`src/rtl/uart_stim_tx_pkg.sv`:
```
// rtl/uart_stim_tx_pkg.sv - shared constants and FSM encoding for the UART stimulus transmitter
package uart_stim_tx_pkg;

    localparam int UART_DATA_BITS = 8;

    // Baud period shared with the decoder: 100 MHz / 115200
    localparam int UART_DEFAULT_CLK_DIV = 868;

    typedef enum logic [2:0] {
        ST_IDLE   = 3'd0,
        ST_START  = 3'd1,
        ST_DATA   = 3'd2,
        ST_PARITY = 3'd3,
        ST_STOP   = 3'd4
    } tx_state_e;

    function automatic logic even_parity(input logic [UART_DATA_BITS-1:0] b);
        return ^b;
    endfunction

endpackage

```
`src/rtl/uart_stim_tx_if.sv`:
```
// rtl/uart_stim_tx_if.sv - byte handshake and line/status signals of the UART stimulus transmitter
interface uart_stim_tx_if #(
    parameter int FIFO_AW = 4
) ();
    logic [7:0]       data_i;
    logic             valid_i;
    logic             ready_o;
    logic             tx_o;
    logic             busy_o;
    logic [FIFO_AW:0] level_o;

    modport master (
        output data_i,
        output valid_i,
        input  ready_o,
        input  tx_o,
        input  busy_o,
        input  level_o
    );

    modport slave (
        input  data_i,
        input  valid_i,
        output ready_o,
        output tx_o,
        output busy_o,
        output level_o
    );
endinterface

```
`src/rtl/uart_stim_tx_fifo.sv`:
```
// rtl/uart_stim_tx_fifo.sv - synchronous byte FIFO with occupancy count
module uart_stim_fifo #(
    parameter int FIFO_AW = 4
) (
    input  logic             clk,
    input  logic             rst,
    input  logic             i_push,
    input  logic [7:0]       i_data,
    input  logic             i_pop,
    output logic [7:0]       o_data,
    output logic             o_full,
    output logic             o_empty,
    output logic [FIFO_AW:0] o_level
);
    localparam int DEPTH = 1 << FIFO_AW;

    logic [7:0]         r_mem [DEPTH];
    logic [FIFO_AW-1:0] r_wr_ptr;
    logic [FIFO_AW-1:0] r_rd_ptr;
    logic [FIFO_AW:0]   r_level;
    logic               w_push;
    logic               w_pop;

    assign o_full  = (r_level == (FIFO_AW+1)'(DEPTH));
    assign o_empty = (r_level == '0);
    assign o_level = r_level;
    assign o_data  = r_mem[r_rd_ptr];

    // Never write into a full FIFO nor read from an empty one
    assign w_push = i_push & ~o_full;
    assign w_pop  = i_pop & ~o_empty;

    // Storage array; contents need no reset because level guards every read
    always_ff @(posedge clk) begin
        if (w_push) begin
            r_mem[r_wr_ptr] <= i_data;
        end
    end

    // Pointers and occupancy; simultaneous push and pop leave the level unchanged
    always_ff @(posedge clk) begin
        if (rst) begin
            r_wr_ptr <= '0;
            r_rd_ptr <= '0;
            r_level  <= '0;
        end else begin
            if (w_push) r_wr_ptr <= r_wr_ptr + 1'b1;
            if (w_pop)  r_rd_ptr <= r_rd_ptr + 1'b1;
            r_level <= r_level + (FIFO_AW+1)'(w_push) - (FIFO_AW+1)'(w_pop);
        end
    end

endmodule

```
`src/rtl/uart_stim_tx.sv`:
```
// rtl/uart_stim_tx.sv - FIFO-buffered 8N1 UART transmitter; UART_STIM_TX_PARITY_EN adds an even parity bit
module uart_stim_tx
    import uart_stim_tx_pkg::*;
#(
    parameter int CLK_DIV = UART_DEFAULT_CLK_DIV,
    parameter int FIFO_AW = 4
) (
    input  logic           clk,
    input  logic           rst,
    uart_stim_tx_if.slave  bus
);
    localparam int CW = $clog2(CLK_DIV);
    localparam logic [CW-1:0] BIT_LAST = CW'(CLK_DIV - 1);
    localparam logic [2:0]    IDX_LAST = 3'(UART_DATA_BITS - 1);

    tx_state_e        r_state, w_state_nxt;
    logic [CW-1:0]    r_cnt, w_cnt_nxt;
    logic [7:0]       r_shreg, w_shreg_nxt;
    logic [2:0]       r_idx, w_idx_nxt;
    logic             r_tx, w_tx_nxt;
    logic             r_busy, w_busy_nxt;
`ifdef UART_STIM_TX_PARITY_EN
    logic             r_par, w_par_nxt;
`endif

    logic             w_push, w_pop, w_full, w_empty, w_bit_end;
    logic [7:0]       w_head;
    logic [FIFO_AW:0] w_level, w_level_nxt;

    uart_stim_fifo #(.FIFO_AW(FIFO_AW)) u_fifo (
        .clk     (clk),
        .rst     (rst),
        .i_push  (w_push),
        .i_data  (bus.data_i),
        .i_pop   (w_pop),
        .o_data  (w_head),
        .o_full  (w_full),
        .o_empty (w_empty),
        .o_level (w_level)
    );

    assign bus.ready_o = ~w_full;
    assign bus.tx_o    = r_tx;
    assign bus.busy_o  = r_busy;
    assign bus.level_o = w_level;

    assign w_push      = bus.valid_i & ~w_full;
    assign w_bit_end   = (r_cnt == '0);
    assign w_level_nxt = w_level + (FIFO_AW+1)'(w_push) - (FIFO_AW+1)'(w_pop);

    // Next-state logic: bit timing, FIFO pops and the registered line/busy values
    always_comb begin
        w_state_nxt = r_state;
        w_cnt_nxt   = r_cnt;
        w_shreg_nxt = r_shreg;
        w_idx_nxt   = r_idx;
        w_pop       = 1'b0;
`ifdef UART_STIM_TX_PARITY_EN
        w_par_nxt   = r_par;
`endif
        if (r_state != ST_IDLE) begin
            w_cnt_nxt = w_bit_end ? BIT_LAST : r_cnt - 1'b1;
        end
        case (r_state)
            ST_IDLE: begin
                if (!w_empty) begin
                    w_pop       = 1'b1;
                    w_shreg_nxt = w_head;
                    w_cnt_nxt   = BIT_LAST;
                    w_idx_nxt   = '0;
                    w_state_nxt = ST_START;
`ifdef UART_STIM_TX_PARITY_EN
                    w_par_nxt   = even_parity(w_head);
`endif
                end
            end
            ST_START: begin
                if (w_bit_end) begin
                    w_idx_nxt   = '0;
                    w_state_nxt = ST_DATA;
                end
            end
            ST_DATA: begin
                if (w_bit_end) begin
                    w_shreg_nxt = r_shreg >> 1;
                    w_idx_nxt   = r_idx + 1'b1;
                    if (r_idx == IDX_LAST) begin
`ifdef UART_STIM_TX_PARITY_EN
                        w_state_nxt = ST_PARITY;
`else
                        w_state_nxt = ST_STOP;
`endif
                    end
                end
            end
`ifdef UART_STIM_TX_PARITY_EN
            ST_PARITY: begin
                if (w_bit_end) w_state_nxt = ST_STOP;
            end
`endif
            ST_STOP: begin
                if (w_bit_end) begin
                    if (!w_empty) begin
                        // Chain straight into the next start bit, no idle gap
                        w_pop       = 1'b1;
                        w_shreg_nxt = w_head;
                        w_idx_nxt   = '0;
                        w_state_nxt = ST_START;
`ifdef UART_STIM_TX_PARITY_EN
                        w_par_nxt   = even_parity(w_head);
`endif
                    end else begin
                        w_state_nxt = ST_IDLE;
                    end
                end
            end
            default: w_state_nxt = ST_IDLE;
        endcase

        case (w_state_nxt)
            ST_START:  w_tx_nxt = 1'b0;
            ST_DATA:   w_tx_nxt = w_shreg_nxt[0];
`ifdef UART_STIM_TX_PARITY_EN
            ST_PARITY: w_tx_nxt = w_par_nxt;
`endif
            default:   w_tx_nxt = 1'b1;
        endcase
        w_busy_nxt = (w_state_nxt != ST_IDLE) | (w_level_nxt != '0);
    end

    // State register; reset abandons any frame in flight and idles the line high
    always_ff @(posedge clk) begin
        if (rst) begin
            r_state <= ST_IDLE;
            r_cnt   <= '0;
            r_shreg <= '0;
            r_idx   <= '0;
            r_tx    <= 1'b1;
            r_busy  <= 1'b0;
`ifdef UART_STIM_TX_PARITY_EN
            r_par   <= 1'b0;
`endif
        end else begin
            r_state <= w_state_nxt;
            r_cnt   <= w_cnt_nxt;
            r_shreg <= w_shreg_nxt;
            r_idx   <= w_idx_nxt;
            r_tx    <= w_tx_nxt;
            r_busy  <= w_busy_nxt;
`ifdef UART_STIM_TX_PARITY_EN
            r_par   <= w_par_nxt;
`endif
        end
    end

endmodule
```
`src/flat_wrapper.sv`:
```
// flat-port wrapper written by rule: the top's interface ports become plain ports
module uart_stim_tx_flat import uart_stim_tx_pkg::*;
#(
    parameter int CLK_DIV = UART_DEFAULT_CLK_DIV,
    parameter int FIFO_AW = 4
)
  (clk, rst, bus_data_i, bus_valid_i, bus_ready_o, bus_tx_o, bus_busy_o, bus_level_o);
  uart_stim_tx_if #(.FIFO_AW(FIFO_AW)) bus_i ();
  input  logic clk;
  input  logic rst;
  input wire logic [$bits(bus_i.data_i)-1:0] bus_data_i;
  input wire logic [$bits(bus_i.valid_i)-1:0] bus_valid_i;
  output wire logic [$bits(bus_i.ready_o)-1:0] bus_ready_o;
  output wire logic [$bits(bus_i.tx_o)-1:0] bus_tx_o;
  output wire logic [$bits(bus_i.busy_o)-1:0] bus_busy_o;
  output wire logic [$bits(bus_i.level_o)-1:0] bus_level_o;
  assign bus_i.data_i = bus_data_i;
  assign bus_i.valid_i = bus_valid_i;
  assign bus_ready_o = bus_i.ready_o;
  assign bus_tx_o = bus_i.tx_o;
  assign bus_busy_o = bus_i.busy_o;
  assign bus_level_o = bus_i.level_o;
  uart_stim_tx #(.CLK_DIV(CLK_DIV), .FIFO_AW(FIFO_AW)) u_core (.clk(clk), .rst(rst), .bus(bus_i));
endmodule
```
`config.mk`:
```
export PLATFORM = sky130hd
export DESIGN_NAME = uart_stim_tx_flat
export DESIGN_NICKNAME = d
export VERILOG_FILES = /design/src/rtl/uart_stim_tx_pkg.sv /design/src/rtl/uart_stim_tx_if.sv /design/src/rtl/uart_stim_tx_fifo.sv /design/src/rtl/uart_stim_tx.sv /design/src/flat_wrapper.sv
export SDC_FILE = /design/constraint.sdc
export NUM_CORES = 1
export LEC_CHECK = 0
export ABC_AREA = 1
export BUFFER_PORTS_ARGS = -buffer_cell sky130_fd_sc_hd__buf_2
export CAP_MARGIN = 20
export CORE_UTILIZATION = 45
export DETAILED_ROUTE_END_ITERATION = 12
export GPL_ROUTABILITY_DRIVEN = 0
export PLACE_DENSITY = 0.63
export SYNTH_ARGS = -nofsm -noshare
export SYNTH_HDL_FRONTEND = slang
export SYNTH_SLANG_ARGS = --single-unit
```
`constraint.sdc`:
```
create_clock -name clk -period 2.93 [get_ports clk]
set_input_delay 0 -clock clk [delete_from_list [all_inputs] [get_ports clk]]
set_output_delay 0 -clock clk [all_outputs]
set_load 0.1 [all_outputs]
```
# Yosys cells after proc, flatten, opt, wreduce, memory -nomap -nowiden
# Memories as Yosys holds them, arrays and structs flattened. A register that Yosys moved wholly into a read port is not among the register bits.
# Cells that the tools add are included.
[totals]
regBits = 39
ramBits = 128
in_bits = 11
out_inout_bits = 8
elab_cells = 73
n_memories = 1
[memory_table]
columns = ["name", "words", "width", "read_ports", "rd_ports_with_merged_regs", "write_ports", "line", "text"]
rows = [
  ["u_core.u_fifo.r_mem", 16, 8, 1, 1, 1, "uart_stim_tx_fifo.sv:17", "logic [7:0] r_mem [DEPTH];"],
]
[op_classes]
addsub = 8
eq_ne = 10
n_mux = 28
n_bitwise = 6
n_reduce_logical = 10
[ops]
columns = ["operator", "count"]
rows = [
  ["$mux W10", 4],
  ["$mux W3", 9],
  ["$mux W8", 3],
  ["$pmux W3 S4", 2],
  ["$pmux W8 S3", 1],
  ["$add A5 B1 Y5", 2],
  ["$logic_not A10 Y1", 1],
  ["$sub A10 B1 Y10 const B", 1],
  ["$sub A5 B1 Y5", 2],
  ["$reduce_bool A3 Y1", 3],
  ["$add A4 B1 Y4 const B", 2],
  ["$mux W4", 2],
  ["$eq A3 B1 Y1 const B", 2],
  ["$eq A3 B2 Y1 const B", 2],
  ["$eq A3 B3 Y1 const B", 2],
  ["$ne A2 B1 Y1 const B", 3],
  ["$eq A5 B5 Y1 const B", 1],
  ["$logic_not A5 Y1", 1],
  ["$mux W1", 5],
  ["$reduce_bool A5 Y1", 1],
  ["$pmux W1 S2", 2],
  ["$reduce_and A4 Y1", 1],
  ["$reduce_bool A4 Y1", 1],
  ["$add A3 B1 Y3 const B", 1],
  ["5 further kinds", 8],
]

# Longest topological paths before layout
# Gate-level depths: netlist of run 1.
[depth]
depth_word = 7
ltp_mapped = 19
ltp_nobuf = 18

# Cells and area by module
# A second synthesis of run 1 with hierarchy kept.
[hier_totals]
cells_unflattened = 911
area_unflattened_um2 = 8165.3
[by_module_without_submodules]
columns = ["module", "instances", "cells_each", "area_per_inst_um2"]
rows = [
  ["uart_stim_fifo", 1, 653, 6459.9],
  ["uart_stim_tx", 1, 258, 1705.4],
]

# Least setup slack after synthesis of run 1
# OpenSTA, ideal clock, no wires.
[synth_path]
kind = "reg2reg"
from = "reg u_core.u_fifo.r_level[2] (netlist: u_core.u_fifo.o_level[2])"
to = "reg u_core.r_busy (netlist: u_core.bus.busy_o)"
t_arrival_ns = 3.623
required_ns = 2.802
path_slack_ns = -0.820
path_stages_with_launch = 16
synth_period_minus_slack_ns = 3.750
path_cell_list = "dfxtp_1 inv_1 ha_1 inv_1 nor3_4 nand2_1 nand2_2 inv_2 ha_1 fa_1 nor3_1 nand4_1 nor2_1 nand2_1 nor2_1 nor2_1"
[synth_between]
elab_chain_len = 7
word_cells_on_any_way = 16
[synth_lines]
columns = ["item", "line", "text"]
rows = [
  ["start: declaration", "uart_stim_tx_fifo.sv:20", "logic [FIFO_AW:0] r_level;"],
  ["start signal: assignment", "uart_stim_tx_fifo.sv:49", "r_level <= r_level + (FIFO_AW+1)'(w_push) - (FIFO_AW+1)'(w_pop);"],
  ["$eq A5 B5 Y1", "uart_stim_tx_fifo.sv:24", "assign o_full = (r_level == (FIFO_AW+1)'(DEPTH));"],
  ["$not A1 Y1", "--", ""],
  ["named net bus_ready_o", "flat_wrapper.sv:13", "output wire logic [$bits(bus_i.ready_o)-1:0] bus_ready_o;"],
  ["$and A1 B1 Y1", "uart_stim_tx.sv:47", "assign w_push = bus.valid_i & ~w_full;"],
  ["$add A5 B1 Y5", "uart_stim_tx.sv:49", "assign w_level_nxt = w_level + (FIFO_AW+1)'(w_push) - (FIFO_AW+1)'(w_pop);"],
  ["$sub A5 B1 Y5", "uart_stim_tx.sv:49", ""],
  ["$reduce_bool A5 Y1", "uart_stim_tx.sv:128", "w_busy_nxt = (w_state_nxt != ST_IDLE) | (w_level_nxt != '0);"],
  ["$or A1 B1 Y1", "uart_stim_tx.sv:128", ""],
  ["end signal: assignment", "uart_stim_tx.sv:149", "r_busy <= w_busy_nxt;"],
  ["end: declaration", "uart_stim_tx.sv:21", "logic r_busy, w_busy_nxt;"],
]
# The timed path passes the listed nets, and every way through them passes these cells.
# A chain may end at the register's enable or synchronous reset.

# Final worst setup path of run 1
[layout_path]
from = "reg u_core.u_fifo.r_level[2] (netlist: u_core.u_fifo.o_level[2])"
to = "reg u_core.r_busy (netlist: u_core.bus.busy_o)"
[layout_between]
elab_chain_len = 7
word_cells_on_any_way = 16
[layout_lines]
columns = ["item", "line"]
rows = [
  ["$eq A5 B5 Y1 / $logic_not A5 Y1 (equally long branches)", "uart_stim_tx_fifo.sv:24, uart_stim_tx_fifo.sv:25"],
  ["$not A1 Y1 / $mux W1 (equally long branches)", "uart_stim_tx.sv:47, uart_stim_tx.sv:66, uart_stim_tx.sv:103"],
  ["$and A1 B1 Y1 / $mux W1 (equally long branches)", "uart_stim_tx.sv:47, uart_stim_tx.sv:102"],
  ["$add A5 B1 Y5 / $pmux W1 S2 (equally long branches)", "uart_stim_tx.sv:49, uart_stim_tx.sv:64"],
  ["$sub A5 B1 Y5", "uart_stim_tx.sv:49"],
  ["$reduce_bool A5 Y1", "uart_stim_tx.sv:128"],
  ["$or A1 B1 Y1 *", "uart_stim_tx.sv:128"],
]
# Every way passes the cells marked *; elsewhere a longest branch is shown, timed or not.

==> results of run 1 <==
## path summary, 6_finish.rpt
check                            from                   endpoint  slack [ns]  cells after the start
max          u_core.u_fifo.o_level[2]          u_core.bus.busy_o        0.19                     17
min reg2reg           u_core.r_idx[1]            u_core.r_idx[1]        0.47                      2
max reg2reg  u_core.u_fifo.o_level[2]          u_core.bus.busy_o        0.19                     17
min                     bus_data_i[0]  u_core.u_fifo.r_mem[4][0]        0.01                      1
## power breakdown
part | internal, mW | switching, mW | total (mW) | leakage [nW]
clock | 1.08 | 0.916 | 2.00 | 0.248
combinational | 1.00 | 2.24 | 3.24 | 1.97
sequential | 2.85 | 0.149 | 2.99 | 1.51
total | 4.93 | 3.31 | 8.24 | 3.73
## routing by layer
layer	up-vias	part of all wire (%)	GRT usage, %
met4	0	1.7	6.87
met5	-	0	0
met2	101	49	33.2
met3	19	4.0	4.42
li1	2807	-	-
met1	2599	46	26.2
## cell families after synthesis
logic type | Yosys count
buffers and inverters | 143
flip-flops | 171
AND/OR/NAND/NOR | 415
XOR/XNOR | 7
AO/OA/AOI/OAI | 79
adder cells (fa/ha/maj) | 20
## final cells by class
cell class	count	area [um^2]
Clock buffer	18	429
Clock inverter	14	95.1
Fill cell	1632	8250
Inverter	114	428
Multi-Input combinational cell	521	2620
Sequential cell	171	4720
Tap cell	225	282
Timing Repair Buffer	48	350
## cell usage after synthesis
master and n:
buf_4 3, clkbuf_1 7, xnor2_1 2, dfxtp_1 43, ha_1 18, a21oi_1 41
nand2_2 7, a211oi_2 1, o21ai_1 5, o211a_1 1, nand2_4 5, o21ai_0 24
nand3b_1 1, or2_0 1, nand2_1 217, a21oi_2 1, buf_2 13, o211ai_1 3
buf_1 1, a21boi_0 1, nor2_2 4, nor2_4 4, nand4_1 4, nand3_1 95
inv_2 10, nor3_1 5, o31ai_1 2, buf_6 5, inv_1 104, or2_1 1
edfxtp_1 128, xor2_1 5, nor2_1 69, nor3_4 1, fa_1 2, nand4_4 1
## stage by stage
stage	instances	hold WS [ns]	setup TNS, ns	utilization, %
6_report	1111	0.0114	0	52.0
5_1_grt	1111	0.00538	-0.0367	52.0
4_1_cts	1110	0.00789	0	51.7
3_5_place_dp	1069	0.373	0	48.1
3_3_place_gp	1069	0.373	0	48.1
2_1_floorplan	835	0.0989	0	-
## worst register-to-register path, stage by stage, from the launching register on
cell and delay (ns):
dfxtp_4 0.35, inv_2 0.05, ha_2 0.16, inv_2 0.04, nor3_4 0.20, nand2_2 0.13
nand4_4 0.12, nand2_2 0.07, ha_4 0.26, inv_2 0.04, ha_4 0.15, fa_1 0.47
nor3_2 0.18, nand4_1 0.09, nor2_1 0.11, nand2_1 0.05, nor2_1 0.08, nor2_1 0.04
## registers in the layout (all words and copies together) (netlist names), named ones only
signal and cells:
u_core.u_fifo.r_mem 128, u_core.r_cnt 10, u_core.r_shreg 8, u_core.u_fifo.o_level 5, u_core.u_fifo.r_rd_ptr 4, u_core.u_fifo.r_wr_ptr 4, u_core.r_idx 3, u_core.r_state 3
u_core.bus.busy_o 1, u_core.bus.tx_o 1
## what timing repair did
item | in CTS | in global routing
setup endpoints to repair | 0 | 1
setup buffers | 0 | 1
hold buffers | 9 | 0
hold endpoints to repair | 111 | 0
resized for setup | 0 | 10
## layout by cell type, fill, tap and decap left out, types with 5 or more instances in the layout
cell type	synthesis	final
a21oi_1	41	41
ha_1	18	15
inv_2	10	14
o21ai_1	5	5
inv_1	104	100
o21ai_0	24	24
clkbuf_16	0	17
edfxtp_1	128	128
buf_4	3	20
nand2_1	217	215
xor2_1	5	5
buf_2	13	18
nor2_1	69	69
dlygate4sd3_1	0	9
nand2_4	5	6
nand2_2	7	8
dfxtp_1	43	37
nand3_1	95	95
==> flow_metrics.tcl, run 1 <==
set metrics [dict create \
    synth_mux_area_share_pct 0 \
    cts_buffers 17 \
    n_antenna_cell 0 \
    critPathLaunchType "flop" \
    synth-compound-area-share_pct 5.41 \
    row_count 48 \
    port-buffer-count 18 \
    grt_pass1_vias 5201 \
    grt_max_degree 61 \
    finalHoldViolCount 0 \
    postSynthAreaPerCell_um2 9.44 \
    final_layout_size_suffix_gt1_share_pct 13.1 \
    cp-end-kind "flop" \
    relSlewSlack_pct 52.7 \
    yosysWarnings 0 \
    area_growth_pct 13.2 \
    place_area_um2 8270 \
    clock_sinks 171 \
    grt_pass1_wl_um 27100 \
    ant_nets 0 \
    crit_slowest_cell "fa_1" \
    viasPerCell 4.97 \
    wl_um 16800 \
    clock_path_buffers 2 \
    crit_family "simple AND/OR/NAND/NOR gates" \
    worstPathBufferInverterCount 3 \
    first_pass_iters 5 \
    yosys.area_share.xor_xnor_pct 0.777 \
    post-route-period-util_pct 93.4 \
    post-place-ws_ns 0.130 \
    finClkSkew_ns 0.00804 \
    final_area_um2 8920 \
    tritoncts "built" \
    yosys.area_share.simple_pct 23.2 \
    ys_seq_elements 171 \
    outcome "finished clean" \
    die_y_um 134 \
    path_max_fanout 3 \
    fp.dieArea_um2 18100 \
    seq_area_frac_synth_pct 59.7 \
    fin_nets 904 \
    cts_root_buffer "clkbuf_16" \
    synth.largest_area_cell "edfxtp_1" \
    start_util_pct 45.9 \
    cp.arrival_ns 3.04 \
    setup_ws_ns 0.193 \
    synth.distinct_cells 36 \
    post-synth-top-area-fraction_pct 48.7 \
    tightest_slew_ns 0.709 \
    vias 5526 \
    maxCapViolCount 0 \
    core_area_um2 17200 \
    cp.required_ns 3.24 \
    worstPathCellList "inv_2, ha_2, inv_2, nor3_4, nand2_2, nand4_4, nand2_2, ha_4, inv_2, ha_4, fa_1, nor3_2, nand4_1, nor2_1, nand2_1, nor2_1, nor2_1" \
    clock_latency_ns 0.42 \
    hpwl_um 10800 \
    fmax_ghz 0.365 \
    grt_usage_pct 20.1 \
    hold_class "primary input to flop" \
    clk_pin_slew_worst_paths_ns 0.07 \
    p_leak_nw 3.73 \
    wire_per_inst_um 15.1 \
    htreeDepth 4 \
    finalSetupViolCount 0 \
    synthAdderAreaFrac_pct 3.36 \
    slowest_delay_ns 0.47 \
    slew_viol_final 0 \
    synthCells 835 \
    min_period_ns 2.74 \
    antenna_found_initial 0 \
    synth.area.top_cells "edfxtp_1, dfxtp_1, nand2_1" \
    gr-total-overflow 0 \
    synth_top_family_by_area "simple AND/OR/NAND/NOR gates" \
    crit_type "flop to flop" \
    syn_area_um2 7890 \
    die_w_um 134 \
    syn_nets 866 \
    initialDrtViolationCount 374 \
    route.detailed.drc 0 \
    ios 19 \
    total_power_mw 8.24 \
    ir_drop_uv 571 \
    p_per_area_nw_per_um2 923 \
]
Note: power is estimated with default switching activity, not from simulation.
==> inputs of run 2 (changes only) <==
--- a/config.mk
+++ b/config.mk
@@ -6,12 +6,15 @@
 export NUM_CORES = 1
 export LEC_CHECK = 0
 export ABC_AREA = 1
+export ABC_CLOCK_PERIOD_IN_PS = 2930
 export BUFFER_PORTS_ARGS = -buffer_cell sky130_fd_sc_hd__buf_2
 export CAP_MARGIN = 20
-export CORE_UTILIZATION = 45
+export CELL_PAD_IN_SITES_DETAIL_PLACEMENT = 2
+export CELL_PAD_IN_SITES_GLOBAL_PLACEMENT = 2
+export CORE_UTILIZATION = 40
 export DETAILED_ROUTE_END_ITERATION = 12
 export GPL_ROUTABILITY_DRIVEN = 0
-export PLACE_DENSITY = 0.63
+export PLACE_DENSITY = 0.81
 export SYNTH_ARGS = -nofsm -noshare
 export SYNTH_HDL_FRONTEND = slang
 export SYNTH_SLANG_ARGS = --single-unit
==> run 2 against run 1 <==
  * The run now ends with setup timing left
  * Worst setup slack worse by 0.25 ns
  * Count of clock-buffer cells in the layout stayed put
  * Non-clock buffer count is 4 higher
  * Clock power is 25% higher
  * Wire length is 68% higher
  * Largest power group unchanged
  * Highest routed layer unchanged
==> flow_metrics.tcl, run 2 (same netlist as run 1, synthesis figures left out) <==
set metrics [dict create \
    setup_tns_ns -0.0532 \
    rsz0062_at_grt "yes" \
    gr-total-overflow 0 \
    finalHoldViolCount 0 \
    largest_reg_flops 128 \
    finClkSkew_ns 0.0140 \
    start_util_pct 41.5 \
    setup_ws_ns -0.0532 \
    wl_um 28300 \
    place_area_um2 8330 \
    grt_usage_pct 27.8 \
    area_growth_pct 16.4 \
    slew_viol_final 0 \
    post-route-period-util_pct 102 \
    fin_nets 908 \
    n_fill_cell 1995 \
    holdWs_ns 0.00623 \
    ir_drop_uv 1540 \
    max_flop_register "u_core.u_fifo.r_mem" \
    cp.required_ns 3.24 \
    place_inst 1105 \
    port-buffer-count 18 \
    p_per_area_nw_per_um2 1040 \
    hold_class "primary input to flop" \
    cp.arrival_ns 3.29 \
    post-place-ws_ns 0.0926 \
    ant_nets 0 \
    violations "setup timing" \
    cp-end-kind "flop" \
    tritoncts "built" \
    outcome "finished, violations left" \
    cts_buffers 17 \
    grt_util_met2_pct 49.3 \
    die_y_um 142 \
    cts_root_buffer "clkbuf_16" \
    row_count 50 \
    post-route-util_pct 48.3 \
    top_usage_layer "met2" \
    vias 6253 \
    grt.met1_usage_pct 33.2 \
    clock_latency_ns 0.44 \
    tightest_slew_ns 0.817 \
    final_cells 1150 \
    route.detailed.drc 0 \
    critPathLaunchType "flop" \
    fp.dieArea_um2 20300 \
    clock_sinks 171 \
    viasPerCell 5.44 \
    die_w_um 142 \
    grt_pass1_wl_um 40900 \
    wire_per_inst_um 24.6 \
    hpwl_um 16100 \
    htreeDepth 4 \
    largestRegisters "u_core.u_fifo.r_mem: 128 flops, u_core.r_cnt: 10 flops, u_core.r_shreg: 8 flops" \
    p_leak_nw 3.83 \
    core_area_um2 19000 \
    path_max_fanout 3 \
    finalSetupViolCount 1 \
    clk_pin_slew_worst_paths_ns 0.08 \
    final_area_um2 9180 \
    clock_path_buffers 2 \
    crit_type "flop to flop" \
    grt_pass1_vias 7035 \
    min_period_ns 2.98 \
    initialDrtViolationCount 460 \
    most-common-layout-cells "nand2_1, edfxtp_1, inv_1" \
    layout_commonest_cell "nand2_1" \
    total_power_mw 9.53 \
    maxCapViolCount 0 \
    ios 19 \
    grt_max_degree 66 \
    use_met3_pct 5.22 \
    antenna_found_initial 0 \
    first_pass_iters 5 \
    relSlewSlack_pct 45.5 \
    n_antenna_cell 0 \
    fmax_ghz 0.335 \
    final_layout_size_suffix_gt1_share_pct 14.7 \
]
[run 2: worst max-delay path: stages, from the launching register on]
cell	delay (ns)
dfxtp_1	0.33
inv_1	0.13
ha_2	0.24
nand2_1	0.11
nor2_4	0.19
nand4_4	0.15
nand2_4	0.10
ha_4	0.20
inv_2	0.07
ha_4	0.15
fa_2	0.46
nor3_2	0.25
nand4_1	0.13
nor2_1	0.14
nand2_1	0.08
nor2_2	0.09
nor2_1	0.05
[run 2: cell type report]
class | count | area (um^2) | share of cell area, %
timing repair buffer | 52 | 403 | 4.39
inverter | 114 | 433 | 4.72
sequential | 171 | 4720 | 51.4
clock buffer | 18 | 429 | 4.68
tap | 260 | 325 | 3.54
clock inverter | 14 | 203 | 2.21
multi-input combinational | 521 | 2670 | 29.1
[run 2: power by group]
group	internal, mW	switching, mW
clock	1.39	1.11
combinational	1.16	2.84
sequential	2.84	0.191
[run 2: final timing paths]
| path | from | to | slack [ns] | depth (start not counted) |
|---|---|---|---|---|
| max | u_core.r_cnt[1] | u_core.bus.busy_o | -0.05 | 16 |
| min | bus_data_i[6] | u_core.u_fifo.r_mem[0][6] | 0.006 | 1 |
| max reg2reg | u_core.r_cnt[1] | u_core.bus.busy_o | -0.05 | 16 |
| min reg2reg | u_core.r_idx[2] | u_core.r_idx[2] | 0.52 | 2 |
[run 2: what timing repair did]
item | CTS | global route
hold buffers | 8 | 0
pin swaps | 0 | 11
cloned | 0 | 0
buffers inserted | 0 | 5
hold endpoints to repair | 96 | 0
resized for setup | 5 | 17
endpoints found under the setup margin | 1 | 2
[run 2: layer usage]
metal / part of all wire, % / wire (um) / vias to the layer above
met3: 3.5 / 996 / 41
met1: 41 / 11600 / 3244
met5: 0 / 0 / -
met4: 2.0 / 572 / 0
met2: 53 / 15100 / 146
li1: - / - / 2822
